<file path="src/rtl/ctrl_seq_if.sv">
// Control bus of the instruction sequencer: fetched words and ALU flags in,
// datapath/memory/LFSR controls out.
interface ctrl_seq_if #(
   parameter int DW  = 8,
   parameter int PCW = 9,
   parameter int AW  = 8
);
   logic [8:0]     Instruction;
   logic           InstrValid;
   logic           Start;
   logic [2:0]     AluFlags;

   logic           BranchEn;
   logic [PCW-1:0] BranchTarget;
   logic           MemAddrCtrl;
   logic           MemWrEn;
   logic           MemValueCtrl;
   logic [AW-1:0]  MemoryTarget;
   logic [3:0]     OPCode;
   logic           ShiftFill;
   logic [1:0]     ALUInput;
   logic [DW-1:0]  ImmediateOut;
   logic           AccLoadEn;
   logic           RegLoadEn;
   logic           AccClr;
   logic           RegClr;
   logic           LFSRSetState;
   logic           LFSRSetTapPtrn;
   logic           LFSRShift;
   logic           Ack;
   logic           Busy;
   logic [2:0]     CmpFlags;

   // Environment side: fetch unit, ALU and host
   modport master (
      output Instruction, InstrValid, Start, AluFlags,
      input  BranchEn, BranchTarget, MemAddrCtrl, MemWrEn, MemValueCtrl,
             MemoryTarget, OPCode, ShiftFill, ALUInput, ImmediateOut,
             AccLoadEn, RegLoadEn, AccClr, RegClr,
             LFSRSetState, LFSRSetTapPtrn, LFSRShift, Ack, Busy, CmpFlags
   );

   // Sequencer side
   modport slave (
      input  Instruction, InstrValid, Start, AluFlags,
      output BranchEn, BranchTarget, MemAddrCtrl, MemWrEn, MemValueCtrl,
             MemoryTarget, OPCode, ShiftFill, ALUInput, ImmediateOut,
             AccLoadEn, RegLoadEn, AccClr, RegClr,
             LFSRSetState, LFSRSetTapPtrn, LFSRShift, Ack, Busy, CmpFlags
   );
endinterface

</file>
<file path="src/rtl/ctrl_seq.sv">
// Instruction sequencer: decodes 9-bit words into datapath controls, handling
// branch targets, skipped words, direct-address operands and multi-word immediates.
module ctrl_seq #(
   parameter int DW  = 8,
   parameter int PCW = 9,
   parameter int AW  = 8
) (
   input  logic       Clk,
   input  logic       Reset,
   ctrl_seq_if.slave  bus
);
   localparam int IMW = (DW + 7) / 8;
   localparam int ICW = $clog2(IMW + 1);
   localparam logic [ICW-1:0] IMM_LAST = ICW'(IMW - 1);

   localparam logic [8:0] INSTR_STR_DIRECT = 9'b0_0000_1100;

   typedef enum logic [2:0] {
      REGULAR = 3'd0,
      TARGET  = 3'd1,
      SKIP    = 3'd2,
      IMM     = 3'd3,
      HALT    = 3'd4
   } state_t;

   state_t         state_q, state_d;
   logic [8:0]     prev_q, prev_d;
   logic [DW-1:0]  imm_acc_q, imm_acc_d;
   logic [ICW-1:0] imm_cnt_q, imm_cnt_d;
   logic [2:0]     cmp_q, cmp_d;

   logic [8:0]     instr;
   logic [DW-1:0]  imm_next;

   logic           branch_en;
   logic [PCW-1:0] branch_target;
   logic           mem_addr_ctrl;
   logic           mem_wr_en;
   logic           mem_value_ctrl;
   logic [AW-1:0]  memory_target;
   logic [3:0]     opcode;
   logic           shift_fill;
   logic [1:0]     alu_input;
   logic [DW-1:0]  immediate_out;
   logic           acc_load_en;
   logic           reg_load_en;
   logic           acc_clr;
   logic           reg_clr;
   logic           lfsr_set_state;
   logic           lfsr_set_tap;
   logic           lfsr_shift;
   logic           ack;

   // Flags are {Zero, Eq, Gt}
   function automatic logic cond_true(input logic [2:0] cond, input logic [2:0] flags);
      logic taken;
      case (cond)
         3'b000:  taken = 1'b1;
         3'b001:  taken = flags[2];
         3'b010:  taken = flags[0];
         3'b011:  taken = flags[0] | flags[1];
         3'b100:  taken = ~flags[0] & ~flags[1];
         3'b101:  taken = ~flags[0];
         3'b110:  taken = flags[1];
         default: taken = ~flags[1];
      endcase
      return taken;
   endfunction

   // ADM writes the register; every other math op writes the accumulator. Returns {acc, reg}.
   function automatic logic [1:0] load_sel(input logic [3:0] op);
      return (op == 4'b0011) ? 2'b01 : 2'b10;
   endfunction

   assign instr    = bus.Instruction;
   assign imm_next = (imm_acc_q << 8) | DW'(instr[7:0]);

   always_comb begin
      state_d        = state_q;
      prev_d         = prev_q;
      imm_acc_d      = imm_acc_q;
      imm_cnt_d      = imm_cnt_q;
      cmp_d          = cmp_q;
      branch_en      = 1'b0;
      branch_target  = '0;
      mem_addr_ctrl  = 1'b0;
      mem_wr_en      = 1'b0;
      mem_value_ctrl = 1'b0;
      memory_target  = '0;
      opcode         = 4'b0000;
      shift_fill     = 1'b0;
      alu_input      = 2'b00;
      immediate_out  = '0;
      acc_load_en    = 1'b0;
      reg_load_en    = 1'b0;
      acc_clr        = 1'b0;
      reg_clr        = 1'b0;
      lfsr_set_state = 1'b0;
      lfsr_set_tap   = 1'b0;
      lfsr_shift     = 1'b0;
      ack            = 1'b0;

      if (!Reset) begin
         case (state_q)
            REGULAR: begin
               if (bus.InstrValid) begin
                  if (instr[8]) begin
                     state_d = cond_true(instr[6:4], cmp_q) ? TARGET : SKIP;
                  end else if (instr[7:4] == 4'b0000) begin
                     case (instr[3:0])
                        4'b0001: acc_clr        = 1'b1;
                        4'b0010: reg_clr        = 1'b1;
                        4'b0011: lfsr_set_state = 1'b1;
                        4'b0100: lfsr_set_tap   = 1'b1;
                        4'b0101: lfsr_shift     = 1'b1;
                        4'b1000: cmp_d          = bus.AluFlags;
                        4'b1100: state_d        = TARGET;
                        4'b1110: begin
                           mem_addr_ctrl  = 1'b0;
                           mem_value_ctrl = 1'b1;
                           mem_wr_en      = 1'b1;
                        end
                        4'b1111: state_d        = HALT;
                        default: ;
                     endcase
                  end else if (instr[7:4] <= 4'b1001) begin
                     case (instr[3:2])
                        2'b00: begin
                           opcode                     = instr[7:4];
                           shift_fill                 = instr[1];
                           {acc_load_en, reg_load_en} = load_sel(instr[7:4]);
                        end
                        2'b01: state_d = TARGET;
                        2'b10: begin
                           state_d   = IMM;
                           imm_cnt_d = '0;
                           imm_acc_d = '0;
                        end
                        default: ;
                     endcase
                  end
                  // The follow-up states decode their word against the opcode that led there
                  if (state_d != REGULAR) begin
                     prev_d = instr;
                  end
               end
            end

            TARGET: begin
               if (bus.InstrValid) begin
                  state_d = REGULAR;
                  if (prev_q[8]) begin
                     branch_en     = 1'b1;
                     branch_target = instr[PCW-1:0];
                  end else if (prev_q == INSTR_STR_DIRECT) begin
                     memory_target  = instr[AW-1:0];
                     mem_addr_ctrl  = 1'b1;
                     mem_value_ctrl = 1'b1;
                     mem_wr_en      = 1'b1;
                  end else begin
                     memory_target              = instr[AW-1:0];
                     mem_addr_ctrl              = 1'b1;
                     alu_input                  = 2'b01;
                     opcode                     = prev_q[7:4];
                     shift_fill                 = prev_q[1];
                     {acc_load_en, reg_load_en} = load_sel(prev_q[7:4]);
                  end
               end
            end

            SKIP: begin
               if (bus.InstrValid) begin
                  state_d = REGULAR;
               end
            end

            IMM: begin
               if (bus.InstrValid) begin
                  if (imm_cnt_q == IMM_LAST) begin
                     state_d                    = REGULAR;
                     immediate_out              = imm_next;
                     alu_input                  = 2'b10;
                     opcode                     = prev_q[7:4];
                     shift_fill                 = prev_q[1];
                     {acc_load_en, reg_load_en} = load_sel(prev_q[7:4]);
                  end else begin
                     imm_acc_d = imm_next;
                     imm_cnt_d = imm_cnt_q + 1'b1;
                  end
               end
            end

            HALT: begin
               ack = 1'b1;
               if (bus.Start) begin
                  state_d = REGULAR;
               end
            end

            default: state_d = REGULAR;
         endcase
      end
   end

   always_ff @(posedge Clk) begin
      if (Reset) begin
         state_q   <= REGULAR;
         prev_q    <= '0;
         imm_acc_q <= '0;
         imm_cnt_q <= '0;
         cmp_q     <= '0;
      end else begin
         state_q   <= state_d;
         prev_q    <= prev_d;
         imm_acc_q <= imm_acc_d;
         imm_cnt_q <= imm_cnt_d;
         cmp_q     <= cmp_d;
      end
   end

   assign bus.BranchEn       = branch_en;
   assign bus.BranchTarget   = branch_target;
   assign bus.MemAddrCtrl    = mem_addr_ctrl;
   assign bus.MemWrEn        = mem_wr_en;
   assign bus.MemValueCtrl   = mem_value_ctrl;
   assign bus.MemoryTarget   = memory_target;
   assign bus.OPCode         = opcode;
   assign bus.ShiftFill      = shift_fill;
   assign bus.ALUInput       = alu_input;
   assign bus.ImmediateOut   = immediate_out;
   assign bus.AccLoadEn      = acc_load_en;
   assign bus.RegLoadEn      = reg_load_en;
   assign bus.AccClr         = acc_clr;
   assign bus.RegClr         = reg_clr;
   assign bus.LFSRSetState   = lfsr_set_state;
   assign bus.LFSRSetTapPtrn = lfsr_set_tap;
   assign bus.LFSRShift      = lfsr_shift;
   assign bus.Ack            = ack;
   assign bus.Busy           = (state_q != REGULAR) && !Reset;
   assign bus.CmpFlags       = Reset ? 3'b000 : cmp_q;
endmodule
</file>
<file path="src/flat_wrapper.sv">
// flat-port wrapper written by rule: the top's interface ports become plain ports
module ctrl_seq_flat 
#(
   parameter int DW  = 8,
   parameter int PCW = 9,
   parameter int AW  = 8
)
  (Clk, Reset, bus_Instruction, bus_InstrValid, bus_Start, bus_AluFlags, bus_BranchEn, bus_BranchTarget, bus_MemAddrCtrl, bus_MemWrEn, bus_MemValueCtrl, bus_MemoryTarget, bus_OPCode, bus_ShiftFill, bus_ALUInput, bus_ImmediateOut, bus_AccLoadEn, bus_RegLoadEn, bus_AccClr, bus_RegClr, bus_LFSRSetState, bus_LFSRSetTapPtrn, bus_LFSRShift, bus_Ack, bus_Busy, bus_CmpFlags);
  ctrl_seq_if #(.DW(DW), .PCW(PCW), .AW(AW)) bus_i ();
  input  logic Clk;
  input  logic Reset;
  input wire logic [$bits(bus_i.Instruction)-1:0] bus_Instruction;
  input wire logic [$bits(bus_i.InstrValid)-1:0] bus_InstrValid;
  input wire logic [$bits(bus_i.Start)-1:0] bus_Start;
  input wire logic [$bits(bus_i.AluFlags)-1:0] bus_AluFlags;
  output wire logic [$bits(bus_i.BranchEn)-1:0] bus_BranchEn;
  output wire logic [$bits(bus_i.BranchTarget)-1:0] bus_BranchTarget;
  output wire logic [$bits(bus_i.MemAddrCtrl)-1:0] bus_MemAddrCtrl;
  output wire logic [$bits(bus_i.MemWrEn)-1:0] bus_MemWrEn;
  output wire logic [$bits(bus_i.MemValueCtrl)-1:0] bus_MemValueCtrl;
  output wire logic [$bits(bus_i.MemoryTarget)-1:0] bus_MemoryTarget;
  output wire logic [$bits(bus_i.OPCode)-1:0] bus_OPCode;
  output wire logic [$bits(bus_i.ShiftFill)-1:0] bus_ShiftFill;
  output wire logic [$bits(bus_i.ALUInput)-1:0] bus_ALUInput;
  output wire logic [$bits(bus_i.ImmediateOut)-1:0] bus_ImmediateOut;
  output wire logic [$bits(bus_i.AccLoadEn)-1:0] bus_AccLoadEn;
  output wire logic [$bits(bus_i.RegLoadEn)-1:0] bus_RegLoadEn;
  output wire logic [$bits(bus_i.AccClr)-1:0] bus_AccClr;
  output wire logic [$bits(bus_i.RegClr)-1:0] bus_RegClr;
  output wire logic [$bits(bus_i.LFSRSetState)-1:0] bus_LFSRSetState;
  output wire logic [$bits(bus_i.LFSRSetTapPtrn)-1:0] bus_LFSRSetTapPtrn;
  output wire logic [$bits(bus_i.LFSRShift)-1:0] bus_LFSRShift;
  output wire logic [$bits(bus_i.Ack)-1:0] bus_Ack;
  output wire logic [$bits(bus_i.Busy)-1:0] bus_Busy;
  output wire logic [$bits(bus_i.CmpFlags)-1:0] bus_CmpFlags;
  assign bus_i.Instruction = bus_Instruction;
  assign bus_i.InstrValid = bus_InstrValid;
  assign bus_i.Start = bus_Start;
  assign bus_i.AluFlags = bus_AluFlags;
  assign bus_BranchEn = bus_i.BranchEn;
  assign bus_BranchTarget = bus_i.BranchTarget;
  assign bus_MemAddrCtrl = bus_i.MemAddrCtrl;
  assign bus_MemWrEn = bus_i.MemWrEn;
  assign bus_MemValueCtrl = bus_i.MemValueCtrl;
  assign bus_MemoryTarget = bus_i.MemoryTarget;
  assign bus_OPCode = bus_i.OPCode;
  assign bus_ShiftFill = bus_i.ShiftFill;
  assign bus_ALUInput = bus_i.ALUInput;
  assign bus_ImmediateOut = bus_i.ImmediateOut;
  assign bus_AccLoadEn = bus_i.AccLoadEn;
  assign bus_RegLoadEn = bus_i.RegLoadEn;
  assign bus_AccClr = bus_i.AccClr;
  assign bus_RegClr = bus_i.RegClr;
  assign bus_LFSRSetState = bus_i.LFSRSetState;
  assign bus_LFSRSetTapPtrn = bus_i.LFSRSetTapPtrn;
  assign bus_LFSRShift = bus_i.LFSRShift;
  assign bus_Ack = bus_i.Ack;
  assign bus_Busy = bus_i.Busy;
  assign bus_CmpFlags = bus_i.CmpFlags;
  ctrl_seq #(.DW(DW), .PCW(PCW), .AW(AW)) u_core (.Clk(Clk), .Reset(Reset), .bus(bus_i));
endmodule
</file>
<file path="config.mk">
export PLATFORM = sky130hd
export DESIGN_NAME = ctrl_seq_flat
export DESIGN_NICKNAME = d
export VERILOG_FILES = /design/src/rtl/ctrl_seq_if.sv /design/src/rtl/ctrl_seq.sv /design/src/flat_wrapper.sv
export SDC_FILE = /design/constraint.sdc
export NUM_CORES = 1
export LEC_CHECK = 0
export CORE_UTILIZATION = 43
export DETAILED_ROUTE_END_ITERATION = 10
export PLACE_DENSITY = 0.89
export SKIP_LAST_GASP = 1
export SLEW_MARGIN = 20
export SYNTH_ARGS = -nofsm -noshare
export SYNTH_HDL_FRONTEND = slang
export SYNTH_SLANG_ARGS = --single-unit
</file>
<file path="constraint.sdc">
create_clock -name Clk -period 2.65 [get_ports Clk]
set_input_delay 0.53 -clock Clk [delete_from_list [all_inputs] [get_ports Clk]]
set_output_delay 0.53 -clock Clk [all_outputs]
set_load 0.01 [all_outputs]
</file>
==> flow_metrics.tcl, run 1 <==
set metrics [dict create \
    r2r_start "u_core.state_q[0]" \
    port_buffers 63 \
    grt_pass1_vias 1893 \
    p_per_area_mw_per_mm2 255.3 \
    synth_enable_flop_cells 0 \
    crit_path_start "Reset" \
    nets 319 \
    grt_overflow 0 \
    post-dp-hpwl_um 3941 \
    drc 0 \
    std_cell_rows 21 \
    period_share 0.9998 \
    fin_crit_ns 2.650 \
    grt_pass1_wl_um 9059 \
    reg2reg_slack_ns 0.28 \
    postPlaceCellArea_mm2 0.002406 \
    grt_setup_unrepaired "true" \
    wire_per_inst_um 17.23 \
    worstPathRequired_ns 2.12 \
    fin_util 0.7619 \
    initial_utilization 0.4492 \
    ys_seq_area_frac 0.2003 \
    finalInstanceArea_mm2 0.002542 \
    crit_end "bus_BranchTarget[4]" \
    cts_tree "done" \
    status "finished clean" \
    ctsHtreeMaxLevel 1 \
    routed_wl_um 5928 \
    cts_root_buffer "clkbuf_4" \
    ys_ff_latch 15 \
    synth_top_cell_area_share 0.2003 \
    reg2reg_to "u_core.prev_q[7]" \
    clock_latency_ns 0.30 \
    holdWs_ns 0.5052 \
    antenna_cells 0 \
    routed-via-count 2004 \
    cellLeakagePower_uw 0.001342 \
    seqCellArea_um2 300.3 \
    final-setup-viol-count 0 \
    r2r_cells 8 \
    maxCapViolCount 0 \
    synth_cell_types 48 \
    peakVddDrop_v 0.0002626 \
    worst_pin_slew_ns 0.3549 \
    die_area_mm2 0.003726 \
    drtPass1Iterations 4 \
    async_flop_share 0 \
    globalplace.congestion 0.8694 \
    synth_top_area_cell "dfxtp_1" \
    area_growth_pct 69.62 \
    first_iter_violations 163 \
    report.final.slew_viol_count 0 \
    multi_input_area_mm2 0.001204 \
    synth_area_leaders "dfxtp_1 20%, nand2b_1 8.8%, and2_1 8.3%" \
    setup_ws_ns 0.0004321 \
    finalHoldViolations 0 \
    fmax_mhz 377.4 \
    synth_cells 203 \
    cp-start-kind "input pin" \
    vias_per_cell 5.826 \
    fillers 255 \
    core-area_mm2 0.003337 \
    fp.dieH_um 61.04 \
    hold-path-cell-count 2 \
    layoutNonFillerInstCount 344 \
    dominantRegCellSynth "dfxtp_1" \
    cp-end-kind "output pin" \
    grt_max_degree 31 \
    placed_cells 334 \
    finClkSkew_ns 0.003997 \
    clk_pin_slew_ns 0.10 \
    critical_path_class "input pin to output pin" \
    cts_max_path_buffers 2 \
    syn_nets 223 \
    ios 64 \
    arrival_ns 2.12 \
    drive_above_1_share 0.2584 \
    clock_sinks 15 \
    antenna_found_initial 0 \
    ys_warn_count 0 \
    synth_area_mm2 0.001499 \
    worst-path-max-fanout 7 \
    die_w_um 61.04 \
    cts_buffers 3 \
    syn_avg_cell_area_um2 7.384 \
    drtAntennaViolNets 0 \
    slew-limit-headroom 0.7634 \
    grt_use_total 0.3292 \
    hp-class "register to register" \
    place_ws_ns -0.6978 \
]
-- cell type report --
class / count / area share
clock buffers: 3 / 0.008858
flip-flops and latches: 15 / 0.1181
well taps: 46 / 0.02264
repair buffers: 107 / 0.3632
inverters: 7 / 0.01181
multi-input cells: 165 / 0.4734
clock inverters: 1 / 0.001969
-- critical path: stages --
cell and delay, ns:
dlygate4sd2_1 0.35, nor2_2 0.19, and3_1 0.21, nand2_1 0.11
nor2_1 0.15, buf_4 0.18, and2_1 0.13, dlygate4sd2_1 0.27
-- layout by cell type (no fill, tap or decap), drive strengths merged, types with 5 or more instances in the layout --
master,netlist,layout
dlygate4sd2,0,29
inv,7,6
nor2b,6,6
nand2,5,5
nor3,11,11
nand3,11,11
dlymetal6s2s,0,8
clkdlybuf4s50,0,14
nand2b,21,21
dfxtp,15,15
mux2i,11,11
a21oi,9,9
and2,20,20
o21ai,5,5
buf,6,47
clkbuf,10,8
nor2,19,19
-- what timing repair did --
item,CTS,global route
pin swaps,5,5
hold buffers,0,0
setup endpoints to repair,44,27
resized for setup,72,29
cloned,1,0
setup buffers,3,2
hold endpoints to repair,0,0
-- logic make-up (layout without fill, tap and decap cells) --
family	Yosys count	after routing	share of synthesized area
DFF	15	15	0.2003
xor gates and xnor gates	1	1	0.005844
AOI/OAI and AO/OA	36	36	0.1778
buffers and inverters	23	118	0.07012
adders and majority gates	5	5	0.04007
and+or+nand+nor	112	112	0.4324
muxes	11	11	0.07346
-- report_power, final --
part / internal [uW] / switching (uW) / leakage, uW
Clock: 56.3 / 89.0 / 0.0000177
Sequential: 239 / 14.9 / 0.000122
Combinational: 120 / 130 / 0.00120
Total: 416 / 234 / 0.00134
-- cell usage after synthesis, drive strengths merged (2+ instances only) --
library cell  count
nand2b           21
and2             20
nor2             19
dfxtp            15
mux2i            11
nand3            11
nor3             11
clkbuf           10
a21oi             9
inv               7
buf               6
nor2b             6
nand2             5
o21ai             5
ha                4
nand4             3
nor3b             3
nor4b             3
a21boi            2
a41o              2
a41oi             2
and3              2
nand3b            2
o21ba             2
o31ai             2
or4b              2
-- worst min path at each step --
stage	from	to	slack (ns)
after floorplan	u_core.prev_q[3]	u_core.prev_q[3]	0.44
after global placement	u_core.prev_q[3]	u_core.prev_q[3]	0.46
after detailed placement	u_core.prev_q[0]	u_core.prev_q[0]	0.47
after CTS	u_core.prev_q[0]	u_core.prev_q[0]	0.49
after global routing	u_core.prev_q[3]	u_core.prev_q[3]	0.54
final	u_core.prev_q[0]	u_core.prev_q[0]	0.51
-- state kept, by name, summed over array words and instances, names as in the netlist --
name,flops
u_core.cmp_q,3
u_core.state_q,3
u_core.prev_q,9
-- metal layers --
metal  GRT usage  vias up  share of wire
met5           0        -              0
met4      0.1526        0          0.037
met3     0.03782       29           0.10
met2      0.5575      153           0.49
met1      0.4179      918           0.37
li1            -      904              -
-- metrics by stage --
step           power [uW]   TNS, ns
2_1_floorplan       373.5         0
3_3_place_gp        474.1    -12.75
3_5_place_dp        482.6    -14.70
4_1_cts             626.1         0
5_1_grt             674.5  -0.06118
6_report            649.1         0
Note: power is estimated with default switching activity, not from simulation.
==> inputs of run 2 (changes only) <==
--- a/config.mk
+++ b/config.mk
@@ -5,9 +5,10 @@
 export SDC_FILE = /design/constraint.sdc
 export NUM_CORES = 1
 export LEC_CHECK = 0
-export CORE_UTILIZATION = 43
+export CORE_UTILIZATION = 44
+export CTS_BUF_LIST = sky130_fd_sc_hd__clkbuf_8
 export DETAILED_ROUTE_END_ITERATION = 10
-export PLACE_DENSITY = 0.89
+export PLACE_DENSITY = 0.91
 export SKIP_LAST_GASP = 1
 export SLEW_MARGIN = 20
 export SYNTH_ARGS = -nofsm -noshare
==> run 2 against run 1 <==
  * Sequential share of layout area down 0.39 points
  * Global-route usage increased by 2.6 points
  * Worst setup slack improved by 0.0092 ns
  * Design area is 3.4% higher
  * Clock skew fell by 0.00052 ns
  * Utilization rose by 7.2 points
  * Clock-buffer cell count stayed put
  * Routed wire length is 7.9% higher
  * Critical endpoint is now u_core.prev_q[1]
  * Largest power group is now combinational logic
==> flow_metrics.tcl, run 2 (synthesized netlist as in run 1, its figures left out) <==
set metrics [dict create \
    fin_tns_setup_ns 0 \
    clock_latency_ns 0.25 \
    worst-path-max-fanout 9 \
    finalHoldViolations 0 \
    std_cell_rows 20 \
    drtAntennaViolNets 0 \
    worst_pin_slew_ns 0.3463 \
    drive_above_1_share 0.2838 \
    fin_crit_ns 2.640 \
    fmax_mhz 378.7 \
    p_sw_uw 227.0 \
    slew-limit-headroom 0.7681 \
    cts_buffers 3 \
    core-area_mm2 0.003153 \
    critical_path_class "input pin to register" \
    grt_pass1_wl_um 9549 \
    mostFrequentLayoutCell "buf_4" \
    placed_cells 333 \
    arrival_ns 2.81 \
    p_per_area_mw_per_mm2 262.4 \
    area_growth_pct 75.38 \
    ios 64 \
    wire_per_inst_um 18.43 \
    cts_max_path_buffers 2 \
    cp_common_cell "buf_4" \
    antenna_found_initial 0 \
    status "finished clean" \
    top_regs "u_core.prev_q: 9 flops, u_core.cmp_q: 3 flops, u_core.state_q: 3 flops" \
    place_ws_ns -0.7091 \
    die_area_mm2 0.003644 \
    combinationalPowerShare 0.371 \
    cp-start-kind "input pin" \
    p_int_uw 462.8 \
    grt_max_degree 17 \
    path_delay_family "buffers and inverters" \
    cp_slowest_stage_delay_ns 0.44 \
    cpMaxStageDelayCell "clkdlybuf4s50_1" \
    fillers 195 \
    switching_share 0.3291 \
    routed_wl_um 6395 \
    final-setup-viol-count 0 \
    hp-class "register to register" \
    cts_root_buffer "clkbuf_8" \
    antenna_cells 0 \
    grt_pass1_vias 1962 \
    peakVddDrop_v 0.0002755 \
    cellLeakagePower_uw 0.001360 \
    worstPathRequired_ns 2.82 \
    die_w_um 60.37 \
    maxCapViolCount 0 \
    period_share 0.9964 \
    grt_use_total 0.3552 \
    ctsHtreeMaxLevel 1 \
    port_buffers 63 \
    setup_ws_ns 0.009630 \
    seqPwrFrac 0.370 \
    grt_setup_unrepaired "true" \
    nets 324 \
    p_clk_frac 0.259 \
    crit_buf_inv 4 \
    regMostFlops "u_core.prev_q" \
    post-dp-hpwl_um 4045 \
    finClkSkew_ns 0.003481 \
    final_cell_mix "43 x buf_4, 25 x dlygate4sd2_1, 20 x and2_1, 20 x nand2b_1, 18 x clkdlybuf4s50_1" \
    fp.dieH_um 60.37 \
    first_iter_violations 150 \
    drtPass1Iterations 5 \
    clk_pin_slew_ns 0.06 \
    cp-end-kind "register" \
    drc 0 \
    cts_tree "done" \
    grt_overflow 0 \
    largest_reg_flops 9 \
    globalplace.congestion 0.8946 \
    routed-via-count 2079 \
    fin_total_pwr_uw 689.8 \
    layoutNonFillerInstCount 347 \
    clock_sinks 15 \
    crit_chain "clkdlybuf4s50_1 -> buf_4 -> ha_1 -> buf_4 -> nor2b_2 -> a311oi_2 -> o211ai_1 -> a41oi_2 -> buf_12 -> mux2i_1" \
    initial_utilization 0.4754 \
    holdWs_ns 0.5062 \
    vias_per_cell 5.991 \
    report.final.slew_viol_count 0 \
]
[run 2: power groups by stage]
| stage | Combinational (uW) | Sequential [uW] | Clock [uW] |
|---|---|---|---|
| after floorplan | 119 | 255 | 0 |
| after detailed placement | 225 | 258 | 0 |
| after CTS | 236 | 253 | 178 |
| final | 256 | 255 | 179 |
| after global routing | 270 | 256 | 192 |
| after global placement | 217 | 257 | 0 |
[run 2: routing by layer]
metal	global-route usage	up-vias	share of wire
li1	-	923	-
met1	0.4005	971	0.37
met2	0.6358	146	0.50
met3	0.06823	39	0.070
met4	0.1761	0	0.057
met5	0	-	0
[run 2: worst min-delay path, stage by stage (launching register included)]
cell      delay [ns]
dfxtp_1         0.32
nand2b_1        0.07
mux2i_1         0.07
[run 2: worst paths after layout]
check                          start               end  slack (ns)  cells past startpoint
setup / recovery  bus_Instruction[2]  u_core.prev_q[1]        0.01                     10
hold / removal      u_core.prev_q[0]  u_core.prev_q[0]        0.51                      2
setup reg to reg   u_core.state_q[0]  u_core.prev_q[1]        0.37                      7
hold reg to reg     u_core.prev_q[0]  u_core.prev_q[0]        0.51                      2
[run 2: repair_timing]
action                                  in CTS  in global routing
cloned                                       1                  0
hold buffers                                 0                  0
resized for setup                           78                 30
endpoints found under the setup margin      44                 38
setup buffers                                7                  2
pin swaps                                    6                  4
[run 2: through the flow]
stage | cell area (um^2) | utilization
floorplan | 1499 | -
global placement | 2411 | 0.7647
detailed placement | 2411 | 0.7647
CTS | 2572 | 0.8159
global route | 2629 | 0.8337
finish | 2629 | 0.8337
[run 2: area by class of cell]
type / count / area [um^2] / share of cell area
Clock buffer: 3 / 41.29 / 0.01571
Clock inverter: 1 / 3.754 / 0.001428
Inverter: 7 / 26.28 / 0.009995
Multi-Input combinational cell: 165 / 1219 / 0.4636
Sequential cell: 15 / 300.3 / 0.1142
Tap cell: 44 / 55.05 / 0.02094
Timing Repair Buffer: 112 / 983.4 / 0.3741
